### src/rtl/timer_pkg.sv
// Shared types and bit positions for the APB timer control unit.
package timer_pkg;
  typedef enum logic [1:0] {ST_IDLE, ST_LOAD, ST_RUN} state_e;

  localparam int TCR_LOAD   = 7;
  localparam int TCR_DIR    = 5;
  localparam int TCR_EN     = 4;
  localparam int TCR_CKS_HI = 1;
  localparam int TCR_CKS_LO = 0;

  localparam int TSR_OVF = 0;
  localparam int TSR_UDF = 1;
endpackage

### src/rtl/timer_prescaler.sv
// Count-enable divider: one cnt_tick every (2 << cks) cycles while running.
module timer_prescaler (
  input  logic       PCLK,
  input  logic       PRESETn,
  input  logic       run,
  input  logic       restart,
  input  logic [1:0] cks,
  output logic       cnt_tick
);
  logic [3:0] div;
  logic [4:0] n_m1;

  assign n_m1 = (5'd2 << cks) - 5'd1;

  // >= lets a mid-run CKS decrease tick immediately instead of wrapping through 15
  assign cnt_tick = PRESETn & run & ({1'b0, div} >= n_m1);

  always_ff @(posedge PCLK) begin
    if (!PRESETn)              div <= '0;
    else if (restart || !run)  div <= '0;
    else if (cnt_tick)         div <= '0;
    else                       div <= div + 4'd1;
  end
endmodule

### src/rtl/timer_ctrl.sv
// Timer control unit: TCR/TDR/TSR registers, IDLE/LOAD/RUN sequencing, prescaler and irq.
module timer_ctrl
  import timer_pkg::*;
#(
  parameter int WIDTH = 8
) (
  input  logic             PCLK,
  input  logic             PRESETn,
  input  logic [WIDTH-1:0] TDR_IN,
  input  logic             tdr_wr,
  input  logic [7:0]       TCR_IN,
  input  logic             tcr_wr,
  input  logic [1:0]       tsr_clr,
  input  logic [1:0]       irq_mask,
  input  logic             flag_ovf,
  input  logic             flag_udf,
  output logic             cnt_load,
  output logic [WIDTH-1:0] load_val,
  output logic             cnt_tick,
  output logic             cnt_dir,
  output logic [7:0]       TCR_Q,
  output logic [1:0]       TSR,
  output logic             irq
);
  state_e           state;
  logic             tcr_dir, tcr_en;
  logic [1:0]       tcr_cks;
  logic [WIDTH-1:0] tdr;
  logic [1:0]       tsr;
  logic             cnt_load_q;
  logic             go_load, go_run, go_idle, restart;
  logic             unused_tcr_bits;

  assign unused_tcr_bits = ^{TCR_IN[6], TCR_IN[3:2]};

  assign go_load = tcr_wr & TCR_IN[TCR_LOAD] & (state != ST_LOAD);
  assign go_run  = tcr_wr & ~TCR_IN[TCR_LOAD] & TCR_IN[TCR_EN] & (state == ST_IDLE);
  assign go_idle = tcr_wr & ~TCR_IN[TCR_LOAD] & ~TCR_IN[TCR_EN] & (state == ST_RUN);
  assign restart = go_load | go_run | ((state == ST_LOAD) & tcr_en);

  always_ff @(posedge PCLK) begin
    if (!PRESETn) begin
      state      <= ST_IDLE;
      tcr_dir    <= 1'b0;
      tcr_en     <= 1'b0;
      tcr_cks    <= 2'b00;
      tdr        <= '0;
      tsr        <= 2'b00;
      cnt_load_q <= 1'b0;
    end else begin
      if (tcr_wr) begin
        tcr_dir <= TCR_IN[TCR_DIR];
        tcr_en  <= TCR_IN[TCR_EN];
        tcr_cks <= TCR_IN[TCR_CKS_HI:TCR_CKS_LO];
      end
      if (tdr_wr) tdr <= TDR_IN;
      // set wins over a same-cycle clear
      tsr        <= (tsr & ~tsr_clr) | {flag_udf, flag_ovf};
      cnt_load_q <= 1'b0;
      case (state)
        ST_IDLE: begin
          if (go_load) begin
            state      <= ST_LOAD;
            cnt_load_q <= 1'b1;
          end else if (go_run) begin
            state <= ST_RUN;
          end
        end
        ST_LOAD: state <= tcr_en ? ST_RUN : ST_IDLE;
        ST_RUN: begin
          if (go_load) begin
            state      <= ST_LOAD;
            cnt_load_q <= 1'b1;
          end else if (go_idle) begin
            state <= ST_IDLE;
          end
        end
        default: state <= ST_IDLE;
      endcase
    end
  end

  timer_prescaler u_prescaler (
    .PCLK    (PCLK),
    .PRESETn (PRESETn),
    .run     (state == ST_RUN),
    .restart (restart),
    .cks     (tcr_cks),
    .cnt_tick(cnt_tick)
  );

  // a reset asserted mid-LOAD suppresses the load in that same cycle
  assign cnt_load = cnt_load_q & PRESETn;
  assign load_val = tdr;
  assign cnt_dir  = tcr_dir;
  assign TCR_Q    = {2'b00, tcr_dir, tcr_en, 2'b00, tcr_cks};
  assign TSR      = tsr;
  assign irq      = |(tsr & irq_mask);
endmodule

### config.mk
export PLATFORM = sky130hd
export DESIGN_NAME = timer_ctrl
export DESIGN_NICKNAME = d
export VERILOG_FILES = /design/src/rtl/timer_pkg.sv /design/src/rtl/timer_prescaler.sv /design/src/rtl/timer_ctrl.sv
export SDC_FILE = /design/constraint.sdc
export NUM_CORES = 1
export LEC_CHECK = 0
export ABC_AREA = 0
export BUFFER_PORTS_ARGS = -buffer_cell sky130_fd_sc_hd__buf_2
export CAP_MARGIN = 5
export CORE_MARGIN = 5
export CORE_UTILIZATION = 38
export CTS_CLUSTER_SIZE = 14
export DETAILED_ROUTE_END_ITERATION = 8
export PLACE_DENSITY = 0.69
export SYNTH_ARGS = -nofsm -noshare
export SYNTH_HDL_FRONTEND = slang
export SYNTH_HIERARCHICAL = 1
export SYNTH_SLANG_ARGS = --single-unit
### constraint.sdc
create_clock -name PCLK -period 1.94 [get_ports PCLK]
set_input_delay 0.291 -clock PCLK [delete_from_list [all_inputs] [get_ports PCLK]]
set_output_delay 0.291 -clock PCLK [all_outputs]
set_load 0.01 [all_outputs]
==> results of run 1 <==
[area by class of cell]
class / instances / area (sq um)
fill: 240 / 1240
multi-input combinational: 66 / 458
sequential: 21 / 425
timing repair buffer: 40 / 200
tap: 30 / 37.5
clock buffer: 3 / 22.5
inverter: 6 / 22.5
clock inverter: 1 / 5.00
[metrics by stage]
stage,area (sq um),cells,hold WS [ps]
floorplan,941,102,408
global placement,1110,163,448
detailed placement,1110,163,457
CTS,1160,167,174
global route,1170,167,176
finish,1170,167,178
[worst register-to-register path, stage by stage, from the launching register on]
cell and delay (ps):
sky130_fd_sc_hd__dfxtp_4 390, sky130_fd_sc_hd__nand2_1 80, sky130_fd_sc_hd__ha_4 230, sky130_fd_sc_hd__a41o_1 240, sky130_fd_sc_hd__a2111o_1 440, sky130_fd_sc_hd__nor2_1 120
[power breakdown]
| part | leakage [nW] | internal (W) | switching [W] |
|---|---|---|---|
| Clock | 0.0177 | 0.0000768 | 0.000130 |
| Sequential | 0.174 | 0.000452 | 0.0000152 |
| Combinational | 0.420 | 0.0000583 | 0.0000597 |
| Total | 0.611 | 0.000587 | 0.000205 |
[state kept, by name, indices dropped and copies added (netlist names)]
register / flops
u_prescaler/div: 4
tcr_cks: 2
TSR: 2
load_val: 8
state: 2
cnt_load_q: 1
tcr_en: 1
cnt_dir: 1
[final timing paths]
kind | start | to | cells after the start
hold / removal | flag_udf | TSR[1] | 3
setup / recovery | tcr_cks[1] | cnt_tick | 6
setup reg to reg | tcr_cks[1] | u_prescaler/div[2] | 5
hold reg to reg | u_prescaler/div[0] | u_prescaler/div[0] | 1
[cells in the final DEF (no fill, tap or decap)]
| master | netlist | routed |
|---|---|---|
| sky130_fd_sc_hd__dfxtp_4 | 0 | 1 |
| sky130_fd_sc_hd__nor2_1 | 20 | 20 |
| sky130_fd_sc_hd__clkbuf_4 | 0 | 3 |
| sky130_fd_sc_hd__buf_2 | 1 | 40 |
| sky130_fd_sc_hd__xor2_1 | 1 | 1 |
| sky130_fd_sc_hd__conb_1 | 1 | 4 |
| sky130_fd_sc_hd__a221oi_1 | 1 | 1 |
| sky130_fd_sc_hd__nand3_1 | 1 | 1 |
| sky130_fd_sc_hd__and2b_1 | 1 | 1 |
| sky130_fd_sc_hd__and3b_2 | 1 | 1 |
| sky130_fd_sc_hd__o21ai_0 | 1 | 1 |
| sky130_fd_sc_hd__nor2b_1 | 1 | 1 |
| sky130_fd_sc_hd__inv_1 | 5 | 5 |
| sky130_fd_sc_hd__a21oi_1 | 5 | 5 |
| sky130_fd_sc_hd__o22ai_1 | 1 | 1 |
| sky130_fd_sc_hd__nand2_1 | 3 | 3 |
| sky130_fd_sc_hd__xnor2_1 | 1 | 1 |
| sky130_fd_sc_hd__a22o_1 | 1 | 1 |
| sky130_fd_sc_hd__a41o_1 | 1 | 1 |
| sky130_fd_sc_hd__a2111o_1 | 1 | 1 |
| sky130_fd_sc_hd__and2_1 | 1 | 1 |
| sky130_fd_sc_hd__dfxtp_2 | 0 | 1 |
| sky130_fd_sc_hd__clkinv_1 | 1 | 1 |
| sky130_fd_sc_hd__or2b_1 | 1 | 1 |
| sky130_fd_sc_hd__clkinv_2 | 0 | 1 |
| sky130_fd_sc_hd__ha_1 | 4 | 2 |
| sky130_fd_sc_hd__ha_4 | 0 | 2 |
| sky130_fd_sc_hd__mux2i_1 | 12 | 12 |
| sky130_fd_sc_hd__and2b_2 | 1 | 1 |
| sky130_fd_sc_hd__dfxtp_1 | 21 | 19 |
| sky130_fd_sc_hd__a21o_1 | 1 | 1 |
| sky130_fd_sc_hd__nor3_1 | 2 | 2 |
[routing by layer]
metal	up-vias	share of wire, %
met5	-	0
met4	0	0.76
met3	2	11
met2	32	44
met1	350	45
li1	395	-
[cell families (layout without fill, tap and decap cells)]
group | Yosys count | after routing
AND/OR/NAND/NOR | 32 | 32
flip-flops | 21 | 21
buffers and inverters | 15 | 50
AO/OA/AOI/OAI | 12 | 12
multiplexers | 12 | 12
adder cells (fa/ha/maj) | 4 | 4
XOR/XNOR | 2 | 2
other | 1 | 4
[what timing repair did]
item                                    4_1_cts  5_1_grt
endpoints found under the setup margin        1        1
pin swaps                                     0        1
gates resized for setup                       3        2
==> summary.json, run 1 <==
{
  "dp_worst_setup_slack_ps": 280,
  "syn_inst": 99,
  "routabilityCongestion": 0.727,
  "seq_area_frac_synth_pct": 45.2,
  "grt_max_degree": 18,
  "power.static_leakage_nw": 0.611,
  "routedWlPerCell_um": 11.0,
  "global_route_hottest_layer": "met2",
  "timing_worst_setup_path_type": "flop to output port",
  "global_route.usage.total_pct": 11.7,
  "grt-ovfl-total": 0,
  "hold_wc_path_type": "primary input to flop",
  "worstSetupStartpointType": "flop",
  "synth-compound-area-share_pct": 8.88,
  "yosys.area_share.simple_pct": 15.9,
  "critPathCaptureType": "output port",
  "critical_path.cell_chain": "nand2_1 > ha_4 > a41o_1 > a21oi_1 > nor2_1 > buf_2",
  "synthMuxAreaShare_pct": 12.9,
  "run_status": "completed",
  "worstPathBufferInverterCount": 1,
  "cts_buffers": 3,
  "endpoint_arrival_time_on_the_critical_path_ps": 1550,
  "synth_top_cell_by_area": "sky130_fd_sc_hd__dfxtp_1",
  "cts_tree": "built",
  "fmax_ghz": 0.542,
  "synth.top_cell.area_share_pct": 45.2,
  "diodes": 0,
  "worst_setup_hold_path_clk_slew_ps": 130,
  "finalWirelength_mm": 1.84,
  "synth_edf_count": 0,
  "area_growth_from_synthesis_to_layout_pct": 26.0,
  "placement_rows": 18,
  "worst-path-max-fanout": 5,
  "grt_first_pass_wirelength_mm": 3.13,
  "die_width_um": 59.5,
  "timing.clock.skew_ps": 21.4,
  "combinational_family_with_the_most_area_after_synthesis": "simple AND/OR/NAND/NOR gates",
  "cp_slowest_cell": "sky130_fd_sc_hd__dfxtp_4",
  "detail_route.iter0.violations": 15,
  "synth.avg_cell_area_sq_um": 9.39,
  "power-per-cell-area_nw_per_um2": 677,
  "met1_usage_pct": 13.5,
  "rsz_0062_raised_after_global_routing": "no",
  "h-tree-depth": 1,
  "final-setup-viol-count": 0,
  "cell_area_after_technology_mapping_sq_um": 930,
  "synthArstFlopShare_pct": 0,
  "floorplan.die_area_sq_um": 3540,
  "synth_area_leaders": "sky130_fd_sc_hd__dfxtp_1 (45%), sky130_fd_sc_hd__mux2i_1 (13%), sky130_fd_sc_hd__nor2_1 (8.1%)",
  "max_cap_violations": 0,
  "cts.sinks": 21,
  "antenna_found_initial": 0,
  "final_period_demand_of_the_worst_path_ps": 1840,
  "clock_latency_ps": 310,
  "cpLargestDelayFamily": "flip-flops",
  "io_buffers": 40,
  "design_power_total_w": 0.000793,
  "timing.final.max_slew_violations": 0,
  "global_route.usage.met3_pct": 4.36,
  "ctsHoldBuffers": 0,
  "final_core_utilization_pct": 48.6,
  "finalHoldViolCount": 0,
  "dieHeight_um": 59.5,
  "reg2reg_setup_slack_ps": 370,
  "post_dr_vias_cell": 4.66,
  "timing.final.ws_setup_ps": 96.6,
  "yosysMostFrequentCell": "sky130_fd_sc_hd__dfxtp_1",
  "netlist_top_cells_count": "sky130_fd_sc_hd__dfxtp_1 (21), sky130_fd_sc_hd__nor2_1 (20), sky130_fd_sc_hd__mux2i_1 (12), sky130_fd_sc_hd__buf_4 (6)",
  "nNetsFinal": 168,
  "fin_tns_setup_ps": 0,
  "clock_path_buffers": 2,
  "placeableCoreArea_sq_um": 2410,
  "ratio_of_final_minimum_period_to_clock_period_pct": 95.0,
  "via_count_of_the_first_global_routing_pass": 808,
  "routed-via-count": 779,
  "final_layout_size_suffix_gt1_share_pct": 36.5,
  "synth-xor-area-share_pct": 1.88,
  "grt_util_met2_pct": 18.4,
  "hpwl_mm": 1.48,
  "timing.critical_path.required_ps": 1650,
  "ios": 48,
  "yosys_warnings": 6,
  "first_pass_iters": 3,
  "synth_ff_type": "sky130_fd_sc_hd__dfxtp_1",
  "clk_root_buffer_cell": "sky130_fd_sc_hd__clkbuf_4",
  "critical-path-max-stage-delay_ps": 390,
  "drc_errors": 0,
  "post-cts-setup-buffers": 0,
  "maximum_vdd_drop_mv": 0.459,
  "ant_nets": 0,
  "ys_seq_elements": 21,
  "floorplan.initialDensity_pct": 38.6,
  "synth.distinct_cells": 30,
  "yosys.area_share.adder_pct": 5.38
}
No activity file was read; power rests on OpenSTA's default activity.
==> run 2, diff against run 1 <==
--- a/config.mk
+++ b/config.mk
@@ -8,11 +8,10 @@
 export ABC_AREA = 0
 export BUFFER_PORTS_ARGS = -buffer_cell sky130_fd_sc_hd__buf_2
 export CAP_MARGIN = 5
-export CORE_MARGIN = 5
-export CORE_UTILIZATION = 38
+export CORE_UTILIZATION = 43
 export CTS_CLUSTER_SIZE = 14
 export DETAILED_ROUTE_END_ITERATION = 8
-export PLACE_DENSITY = 0.69
+export PLACE_DENSITY = 0.77
 export SYNTH_ARGS = -nofsm -noshare
 export SYNTH_HDL_FRONTEND = slang
 export SYNTH_HIERARCHICAL = 1
==> run 2 against run 1 <==
Count of clock-buffer cells in the layout increased by 1. First-iteration DRC count decreased by 6.7%. Global-route usage increased by 4.1 points.
==> summary.json, run 2 (synthesis results as in run 1) <==
{
  "placement_rows": {"value": 16, "change": "was 18"},
  "first_pass_iters": {"value": 4, "change": "was 3"},
  "cts.sinks": {"value": 21, "change": "unchanged"},
  "cts_buffers": {"value": 3, "change": "unchanged"},
  "final-setup-viol-count": {"value": 0, "change": "unchanged"},
  "area_growth_from_synthesis_to_layout": {"value": 25.3, "unit": "%", "change": "was 26.0%"},
  "timing.critical_path.mode_cell": "sky130_fd_sc_hd__nor2_1",
  "run_status": {"value": "completed", "change": "unchanged"},
  "grt_max_degree": {"value": 12, "change": "was 18"},
  "fin_tns_setup": {"value": 0, "unit": "ps", "change": "unchanged"},
  "drc_errors": {"value": 0, "change": "unchanged"},
  "timing.critical_path.required": {"value": 1650, "unit": "ps", "change": "about the same"},
  "cpLargestDelayFamily": {"value": "flip-flops", "change": "unchanged"},
  "routabilityCongestion": {"value": 0.824, "change": "was 0.727"},
  "cell_internal_pwr": {"value": 0.000591, "unit": "W", "change": "was 0.000587 W"},
  "finalHoldViolCount": {"value": 0, "change": "unchanged"},
  "ant_nets": {"value": 0, "change": "unchanged"},
  "clock_path_buffers": {"value": 2, "change": "unchanged"},
  "cts_tree": {"value": "built", "change": "unchanged"},
  "final_area": {"value": 1160, "unit": "sq um", "change": "was 1170 sq um"},
  "final_common_cell": {"value": "sky130_fd_sc_hd__buf_2", "change": "unchanged"},
  "endpoint_arrival_time_on_the_critical_path": {"value": 1540, "unit": "ps", "change": "was 1550 ps"},
  "ratio_of_final_minimum_period_to_clock_period": {"value": 94.5, "unit": "%", "change": "was 95.0%"},
  "fmax": {"value": 0.545, "unit": "GHz", "change": "was 0.542 GHz"},
  "diodes": {"value": 0, "change": "unchanged"},
  "maximum_vdd_drop": {"value": 0.423, "unit": "mV", "change": "was 0.459 mV"},
  "p_clk_share": {"value": 25.1, "unit": "%", "change": "was 26.1%"},
  "cp_slowest_cell": {"value": "sky130_fd_sc_hd__dfxtp_4", "change": "unchanged"},
  "routedWlPerCell": {"value": 10.7, "unit": "um", "change": "was 11.0 um"},
  "timing.final.max_slew_violations": {"value": 0, "change": "unchanged"},
  "critPathCaptureType": {"value": "output port", "change": "unchanged"},
  "critical-path-max-stage-delay": {"value": 370, "unit": "ps", "change": "was 390 ps"},
  "dieHeight": {"value": 48.5, "unit": "um", "change": "was 59.5 um"},
  "detail_route.iter0.violations": {"value": 14, "change": "was 15"},
  "switching_power_total": {"value": 0.000191, "unit": "W", "change": "was 0.000205 W"},
  "max_cap_violations": {"value": 0, "change": "unchanged"},
  "worst-path-max-fanout": {"value": 5, "change": "unchanged"},
  "share_of_total_power_in_combinational_logic": {"value": 15.2, "unit": "%", "change": "was 14.9%"},
  "worstPathBufferInverterCount": {"value": 1, "change": "unchanged"},
  "design_power_total": {"value": 0.000782, "unit": "W", "change": "was 0.000793 W"},
  "worstSetupStartpointType": {"value": "flop", "change": "unchanged"},
  "io_buffers": {"value": 40, "change": "unchanged"},
  "min_delay_path_depth": {"value": 3, "change": "unchanged"},
  "r2r.worst_path.cells": {"value": 5, "change": "unchanged"},
  "reg2reg_setup_slack": {"value": 340, "unit": "ps", "change": "was 370 ps"},
  "floorplan.initialDensity": {"value": 46.4, "unit": "%", "change": "was 38.6%"},
  "power.static_leakage": {"value": 0.614, "unit": "nW", "change": "was 0.611 nW"},
  "ctsHoldBuffers": {"value": 0, "change": "unchanged"},
  "hold_path_startpoint": {"value": "flag_udf", "change": "unchanged"},
  "clk_root_buffer_cell": {"value": "sky130_fd_sc_hd__clkbuf_4", "change": "unchanged"},
  "final_layout_size_suffix_gt1_share": {"value": 36.2, "unit": "%", "change": "was 36.5%"},
  "post_dr_vias_cell": {"value": 4.73, "change": "was 4.66"},
  "timing.clock.skew": {"value": 0.476, "unit": "ps", "change": "was 21.4 ps"},
  "final_period_demand_of_the_worst_path": {"value": 1830, "unit": "ps", "change": "was 1840 ps"},
  "nNetsFinal": {"value": 169, "change": "was 168"},
  "ios": {"value": 48, "change": "unchanged"},
  "via_count_of_the_first_global_routing_pass": {"value": 701, "change": "was 808"},
  "grt-ovfl-total": {"value": 0, "change": "unchanged"},
  "post-cts-setup-buffers": {"value": 0, "change": "unchanged"},
  "h-tree-depth": {"value": 1, "change": "unchanged"},
  "switching_share": {"value": 24.5, "unit": "%", "change": "was 25.9%"},
  "largest_register_ffs": {"value": 8, "change": "unchanged"},
  "floorplan.die_area": {"value": 2350, "unit": "sq um", "change": "was 3540 sq um"},
  "routed-via-count": {"value": 780, "change": "was 779"},
  "hold_wc_path_type": {"value": "primary input to flop", "change": "unchanged"},
  "hpwl": {"value": 1.33, "unit": "mm", "change": "was 1.48 mm"},
  "timing_worst_setup_path_type": {"value": "flop to output port", "change": "unchanged"},
  "finalWirelength": {"value": 1.77, "unit": "mm", "change": "was 1.84 mm"},
  "worst_setup_hold_path_clk_slew": {"value": 110, "unit": "ps", "change": "was 130 ps"},
  "placeableCoreArea": {"value": 2000, "unit": "sq um", "change": "was 2410 sq um"},
  "critical_path.cell_chain": {"value": "nor2_1 > ha_1 > a41o_1 > a21oi_2 > nor2_1 > buf_2", "change": "was nand2_1 > ha_4 > a41o_1 > a21oi_1 > nor2_1 > buf_2"},
  "reg2reg_to": {"value": "u_prescaler/div[2]", "change": "unchanged"},
  "die_width": {"value": 48.5, "unit": "um", "change": "was 59.5 um"},
  "antenna_found_initial": {"value": 0, "change": "unchanged"},
  "placed_cell_area": {"value": 1120, "unit": "sq um", "change": "was 1110 sq um"},
  "regToRegStartpoint": {"value": "tcr_cks[1]", "change": "unchanged"},
  "worst_hold_path.endpoint": {"value": "TSR[1]", "change": "unchanged"},
  "seq_power_share": {"value": 59.7, "unit": "%", "change": "was 59.0%"},
  "clock_latency": {"value": 280, "unit": "ps", "change": "was 310 ps"},
  "global_route.usage.total": {"value": 15.8, "unit": "%", "change": "was 11.7%"},
  "power-per-cell-area": {"value": 672, "unit": "nW/um^2", "change": "was 677 nW/um^2"},
  "grt_first_pass_wirelength": {"value": 2.93, "unit": "mm", "change": "was 3.13 mm"},
  "mostFrequentLayoutCells": {"value": "sky130_fd_sc_hd__buf_2 (40), sky130_fd_sc_hd__nor2_1 (20), sky130_fd_sc_hd__dfxtp_1 (19), sky130_fd_sc_hd__mux2i_1 (12), sky130_fd_sc_hd__inv_1 (5)", "change": "was sky130_fd_sc_hd__buf_2 (40), sky130_fd_sc_hd__nor2_1 (20), sky130_fd_sc_hd__dfxtp_1 (19), sky130_fd_sc_hd__mux2i_1 (12)"}
}
[run 2: cell types whose count changed in the layout (fill, tap and decap cells not counted), sizes merged]
cell	delta
buf	+1
clkbuf	+1
clkinv	-1
[run 2: routing by layer]
metal	vias to the layer above	part of all wire, %	track usage, %
li1	396	-	-
met1	357	46	19.8
met2	25	48	26.8
met3	2	4.9	2.52
met4	0	1.1	7.35
met5	-	0	0
[run 2: metrics by stage]
| step | std cells | hold WS, ps | util [%] | setup WS (ps) |
|---|---|---|---|---|
| after detailed placement | 161 | 472 | 55.8 | 275 |
| after global routing | 165 | 219 | 58.2 | -10.8 |
| after global placement | 161 | 454 | 55.8 | 331 |
| after CTS | 165 | 204 | 57.2 | 22.1 |
| after floorplan | 102 | 408 | - | 351 |
| final | 165 | 211 | 58.2 | 106 |
[run 2: what timing repair did]
action / in CTS / in global routing
endpoints found under the hold margin: 0 / 0
endpoints found under the setup margin: 1 / 1
resized for setup: 1 / 4
[run 2: worst max-delay path by stage]
stage | startpoint | to | slack [ps] | cells after the start
after floorplan | tcr_cks[1] | u_prescaler/div[2] | 350 | 5
after global placement | tcr_cks[1] | u_prescaler/div[3] | 330 | 5
after detailed placement | tcr_cks[1] | u_prescaler/div[2] | 280 | 5
after CTS | tcr_cks[0] | cnt_tick | 20 | 6
after global routing | tcr_cks[1] | cnt_tick | -10 | 6
final | tcr_cks[1] | cnt_tick | 110 | 6
[run 2: area by class of cell]
class / count / area [sq um]
fillers: 185 / 837
multi-input cells: 66 / 449
flip-flops and latches: 21 / 425
repair buffers: 41 / 208
well taps: 27 / 33.8
clock buffers: 4 / 26.3
inverters: 6 / 22.5
[run 2: power by group through the flow]
stage | Combinational, W | Clock [W] | Sequential (W)
6_report | 0.000119 | 0.000196 | 0.000467
2_1_floorplan | 0.0000706 | 0 | 0.000483
4_1_cts | 0.000119 | 0.000206 | 0.000468
3_5_place_dp | 0.000118 | 0 | 0.000477
5_1_grt | 0.000132 | 0.000228 | 0.000471
3_3_place_gp | 0.000116 | 0 | 0.000476
[run 2: tightest hold or removal path: cells and delay by family]
family	cells	cell delay (ps)
buf+inv	1	80
simple gates	1	70
compound gates	1	30
==> run 3, diff against run 2 <==
==> constraint.sdc (replaced) <==
create_clock -name PCLK -period 1.94 [get_ports PCLK]
set_input_delay 0.097 -clock PCLK [delete_from_list [all_inputs] [get_ports PCLK]]
set_output_delay 0.097 -clock PCLK [all_outputs]
set_load 0.01 [all_outputs]
==> run 3 against run 2 <==
First-iteration DRC count decreased by 57%. Utilization decreased by 0.88 points. Sequential power about the same. Critical path depth unchanged. Global-route usage increased by 0.091 points. Critical path type unchanged. Highest routed layer unchanged. Setup slack improved by 110 ps. Total power decreased by 0.28%. Worst hold slack got worse by 190 ps.
==> summary.json, run 3 (synthesis results as in run 1) <==
{
  "run_status": {"value": "completed", "change": "unchanged"},
  "critical_path.cell_chain": {"value": "nand2_1 > ha_1 > a41o_1 > a21oi_1 > nor2_1 > buf_2", "change": "was nor2_1 > ha_1 > a41o_1 > a21oi_2 > nor2_1 > buf_2"},
  "fmax": {"value": 0.580, "unit": "GHz", "change": "was 0.545 GHz"},
  "cts.sinks": {"value": 21, "change": "unchanged"},
  "final_common_cell": {"value": "sky130_fd_sc_hd__buf_2", "change": "unchanged"},
  "worstSetupStartpointType": {"value": "flop", "change": "unchanged"},
  "share_of_total_power_in_combinational_logic": {"value": 15.1, "unit": "%", "change": "was 15.2%"},
  "max_cap_violations": {"value": 0, "change": "unchanged"},
  "critical-path-max-stage-delay": {"value": 410, "unit": "ps", "change": "was 370 ps"},
  "global_route.usage.total": {"value": 15.9, "unit": "%", "change": "was 15.8%"},
  "finalHoldViolCount": {"value": 0, "change": "unchanged"},
  "endpoint_arrival_time_on_the_critical_path": {"value": 1630, "unit": "ps", "change": "was 1540 ps"},
  "r2r.worst_path.cells": {"value": 5, "change": "unchanged"},
  "routed-via-count": {"value": 776, "change": "was 780"},
  "ios": {"value": 48, "change": "unchanged"},
  "clock_latency": {"value": 290, "unit": "ps", "change": "was 280 ps"},
  "placedCellCount": {"value": 160, "change": "was 161"},
  "grt_max_degree": {"value": 18, "change": "was 12"},
  "dieHeight": {"value": 48.5, "unit": "um", "change": "unchanged"},
  "cp_slowest_cell": {"value": "sky130_fd_sc_hd__dfxtp_1", "change": "was sky130_fd_sc_hd__dfxtp_4"},
  "grt-ovfl-total": {"value": 0, "change": "unchanged"},
  "worst_hold_path.endpoint": {"value": "TSR[0]", "change": "was TSR[1]"},
  "detail_route.iter0.violations": {"value": 6, "change": "was 14"},
  "nNetsFinal": {"value": 169, "change": "unchanged"},
  "hold_path_startpoint": {"value": "flag_ovf", "change": "was flag_udf"},
  "routabilityCongestion": {"value": 0.842, "change": "was 0.824"},
  "final_period_demand_of_the_worst_path": {"value": 1720, "unit": "ps", "change": "was 1830 ps"},
  "timing.final.ws_setup": {"value": 217, "unit": "ps", "change": "was 106 ps"},
  "routedWlPerCell": {"value": 9.92, "unit": "um", "change": "was 10.7 um"},
  "switching_power_total": {"value": 0.000193, "unit": "W", "change": "was 0.000191 W"},
  "floorplan.initialDensity": {"value": 46.4, "unit": "%", "change": "unchanged"},
  "critPathCaptureType": {"value": "output port", "change": "unchanged"},
  "cell_internal_pwr": {"value": 0.000588, "unit": "W", "change": "was 0.000591 W"},
  "fin_tns_setup": {"value": 0, "unit": "ps", "change": "unchanged"},
  "dp_worst_setup_slack": {"value": 300, "unit": "ps", "change": "was 275 ps"},
  "area_used_by_multi_input_combinational_logic": {"value": 433, "unit": "sq um", "change": "was 449 sq um"},
  "post-cts-setup-buffers": {"value": 0, "change": "unchanged"},
  "antenna_found_initial": {"value": 0, "change": "unchanged"},
  "ff_latch_area": {"value": 420, "unit": "sq um", "change": "was 425 sq um"},
  "switching_share": {"value": 24.7, "unit": "%", "change": "was 24.5%"},
  "drc_errors": {"value": 0, "change": "unchanged"},
  "h-tree-depth": {"value": 1, "change": "unchanged"},
  "first_pass_iters": {"value": 4, "change": "unchanged"},
  "min_delay_path_depth": {"value": 3, "change": "unchanged"},
  "placed_cell_area": {"value": 1110, "unit": "sq um", "change": "was 1120 sq um"},
  "placement_rows": {"value": 16, "change": "unchanged"},
  "reg2reg_setup_slack": {"value": 300, "unit": "ps", "change": "was 340 ps"},
  "final-setup-viol-count": {"value": 0, "change": "unchanged"},
  "diodes": {"value": 0, "change": "unchanged"},
  "grt_first_pass_wirelength": {"value": 2.89, "unit": "mm", "change": "was 2.93 mm"},
  "maximum_vdd_drop": {"value": 0.402, "unit": "mV", "change": "was 0.423 mV"},
  "rsz_0062_raised_after_global_routing": "no",
  "hold_wc_path_type": {"value": "primary input to flop", "change": "unchanged"},
  "final_layout_size_suffix_gt1_share": {"value": 33.3, "unit": "%", "change": "was 36.2%"},
  "regToRegStartpoint": {"value": "tcr_cks[1]", "change": "unchanged"},
  "area_growth_from_synthesis_to_layout": {"value": 23.4, "unit": "%", "change": "was 25.3%"},
  "cpLargestDelayFamily": {"value": "flip-flops", "change": "unchanged"},
  "power-per-cell-area": {"value": 680, "unit": "nW/um^2", "change": "was 672 nW/um^2"},
  "post_dr_vias_cell": {"value": 4.70, "change": "was 4.73"},
  "ratio_of_final_minimum_period_to_clock_period": {"value": 88.8, "unit": "%", "change": "was 94.5%"},
  "hpwl": {"value": 1.30, "unit": "mm", "change": "was 1.33 mm"},
  "cts_buffers": {"value": 3, "change": "unchanged"},
  "clk_root_buffer_cell": {"value": "sky130_fd_sc_hd__clkbuf_4", "change": "unchanged"},
  "via_count_of_the_first_global_routing_pass": {"value": 718, "change": "was 701"},
  "cts_tree": {"value": "built", "change": "unchanged"},
  "p_clk_share": {"value": 25.1, "unit": "%", "change": "about the same"},
  "mostFrequentLayoutCells": {"value": "sky130_fd_sc_hd__buf_2 (40), sky130_fd_sc_hd__dfxtp_1 (21), sky130_fd_sc_hd__nor2_1 (20), sky130_fd_sc_hd__mux2i_1 (12)", "change": "was sky130_fd_sc_hd__buf_2 (40), sky130_fd_sc_hd__nor2_1 (20), sky130_fd_sc_hd__dfxtp_1 (19), sky130_fd_sc_hd__mux2i_1 (12), sky130_fd_sc_hd__inv_1 (5)"},
  "ant_nets": {"value": 0, "change": "unchanged"},
  "largest_register_ffs": {"value": 8, "change": "unchanged"},
  "timing.critical_path.required": {"value": 1840, "unit": "ps", "change": "was 1650 ps"},
  "worst-path-max-fanout": {"value": 5, "change": "unchanged"},
  "post_layout_nonfiller_instances": {"value": 165, "change": "unchanged"},
  "timing.clock.skew": {"value": 7.20, "unit": "ps", "change": "was 0.476 ps"},
  "layout.filler_cells": {"value": 195, "change": "was 185"},
  "io_buffers": {"value": 40, "change": "unchanged"},
  "placeableCoreArea": {"value": 2000, "unit": "sq um", "change": "unchanged"},
  "finalWirelength": {"value": 1.64, "unit": "mm", "change": "was 1.77 mm"},
  "cts_resized": {"value": 0, "change": "was 1"},
  "worst_setup_hold_path_clk_slew": {"value": 100, "unit": "ps", "change": "was 110 ps"},
  "die_width": {"value": 48.5, "unit": "um", "change": "unchanged"},
  "timing.final.max_slew_violations": {"value": 0, "change": "unchanged"},
  "timing_worst_setup_path_type": {"value": "flop to output port", "change": "unchanged"},
  "clock_path_buffers": {"value": 2, "change": "unchanged"},
  "power.static_leakage": {"value": 0.614, "unit": "nW", "change": "about the same"},
  "floorplan.die_area": {"value": 2350, "unit": "sq um", "change": "unchanged"},
  "worstPathBufferInverterCount": {"value": 1, "change": "unchanged"},
  "reg2reg_to": {"value": "u_prescaler/div[2]", "change": "unchanged"},
  "seq_power_share": {"value": 59.8, "unit": "%", "change": "was 59.7%"},
  "final_area": {"value": 1150, "unit": "sq um", "change": "was 1160 sq um"}
}
## run 3: worst max path at each step
stage                          start                 end  slack [ps]  cells after the start
final                     tcr_cks[1]            cnt_tick         220                      6
after global routing      tcr_cks[1]            cnt_tick          30                      6
after CTS                 tcr_cks[1]            cnt_tick         200                      6
after detailed placement  tcr_cks[1]  u_prescaler/div[2]         300                      5
after global placement    tcr_cks[1]  u_prescaler/div[3]         350                      5
after floorplan           tcr_cks[1]  u_prescaler/div[2]         350                      5
## run 3: cell type report
class                           count  share of cell area, %
Multi-Input combinational cell     66                   37.7
Sequential cell                    21                   36.6
Timing Repair Buffer               41                   18.3
Tap cell                           27                   2.94
Clock buffer                        3                   1.96
Inverter                            6                   1.96
Clock inverter                      1                  0.436
## run 3: per-stage QoR
step	utilization, %	hold slack (ps)	power (W)
6_report	57.3	16.8	0.000780
5_1_grt	57.3	9.81	0.000831
4_1_cts	57.3	1.73	0.000795
3_5_place_dp	55.4	322	0.000594
3_3_place_gp	55.4	300	0.000590
2_1_floorplan	-	214	0.000554
## run 3: worst min-delay path, stage by stage
cell and delay, ps:
sky130_fd_sc_hd__buf_2 80, sky130_fd_sc_hd__a21oi_1 30, sky130_fd_sc_hd__nor2_1 70
## run 3: power groups by stage
| stage | combinational, W | clock [W] | sequential (W) |
|---|---|---|---|
| floorplan | 0.0000706 | 0 | 0.000483 |
| global placement | 0.000114 | 0 | 0.000476 |
| detailed placement | 0.000117 | 0 | 0.000477 |
| CTS | 0.000119 | 0.000209 | 0.000467 |
| global route | 0.000131 | 0.000230 | 0.000470 |
| finish | 0.000117 | 0.000196 | 0.000467 |
## run 3: layer usage
metal  vias up  global-route usage, %  share of wire [%]  wire (um)
li1        399                      -                  -          -
met1       348                   17.6                 44        726
met3         2                   2.83                4.6         76
met4         0                   8.82                1.2         19
met2        27                   28.6                 50        814
met5         -                      0                  0          0
## run 3: timing repair
item	in CTS	in global routing
hold endpoints to repair	1	0
endpoints found under the setup margin	0	0
hold buffers	1	0
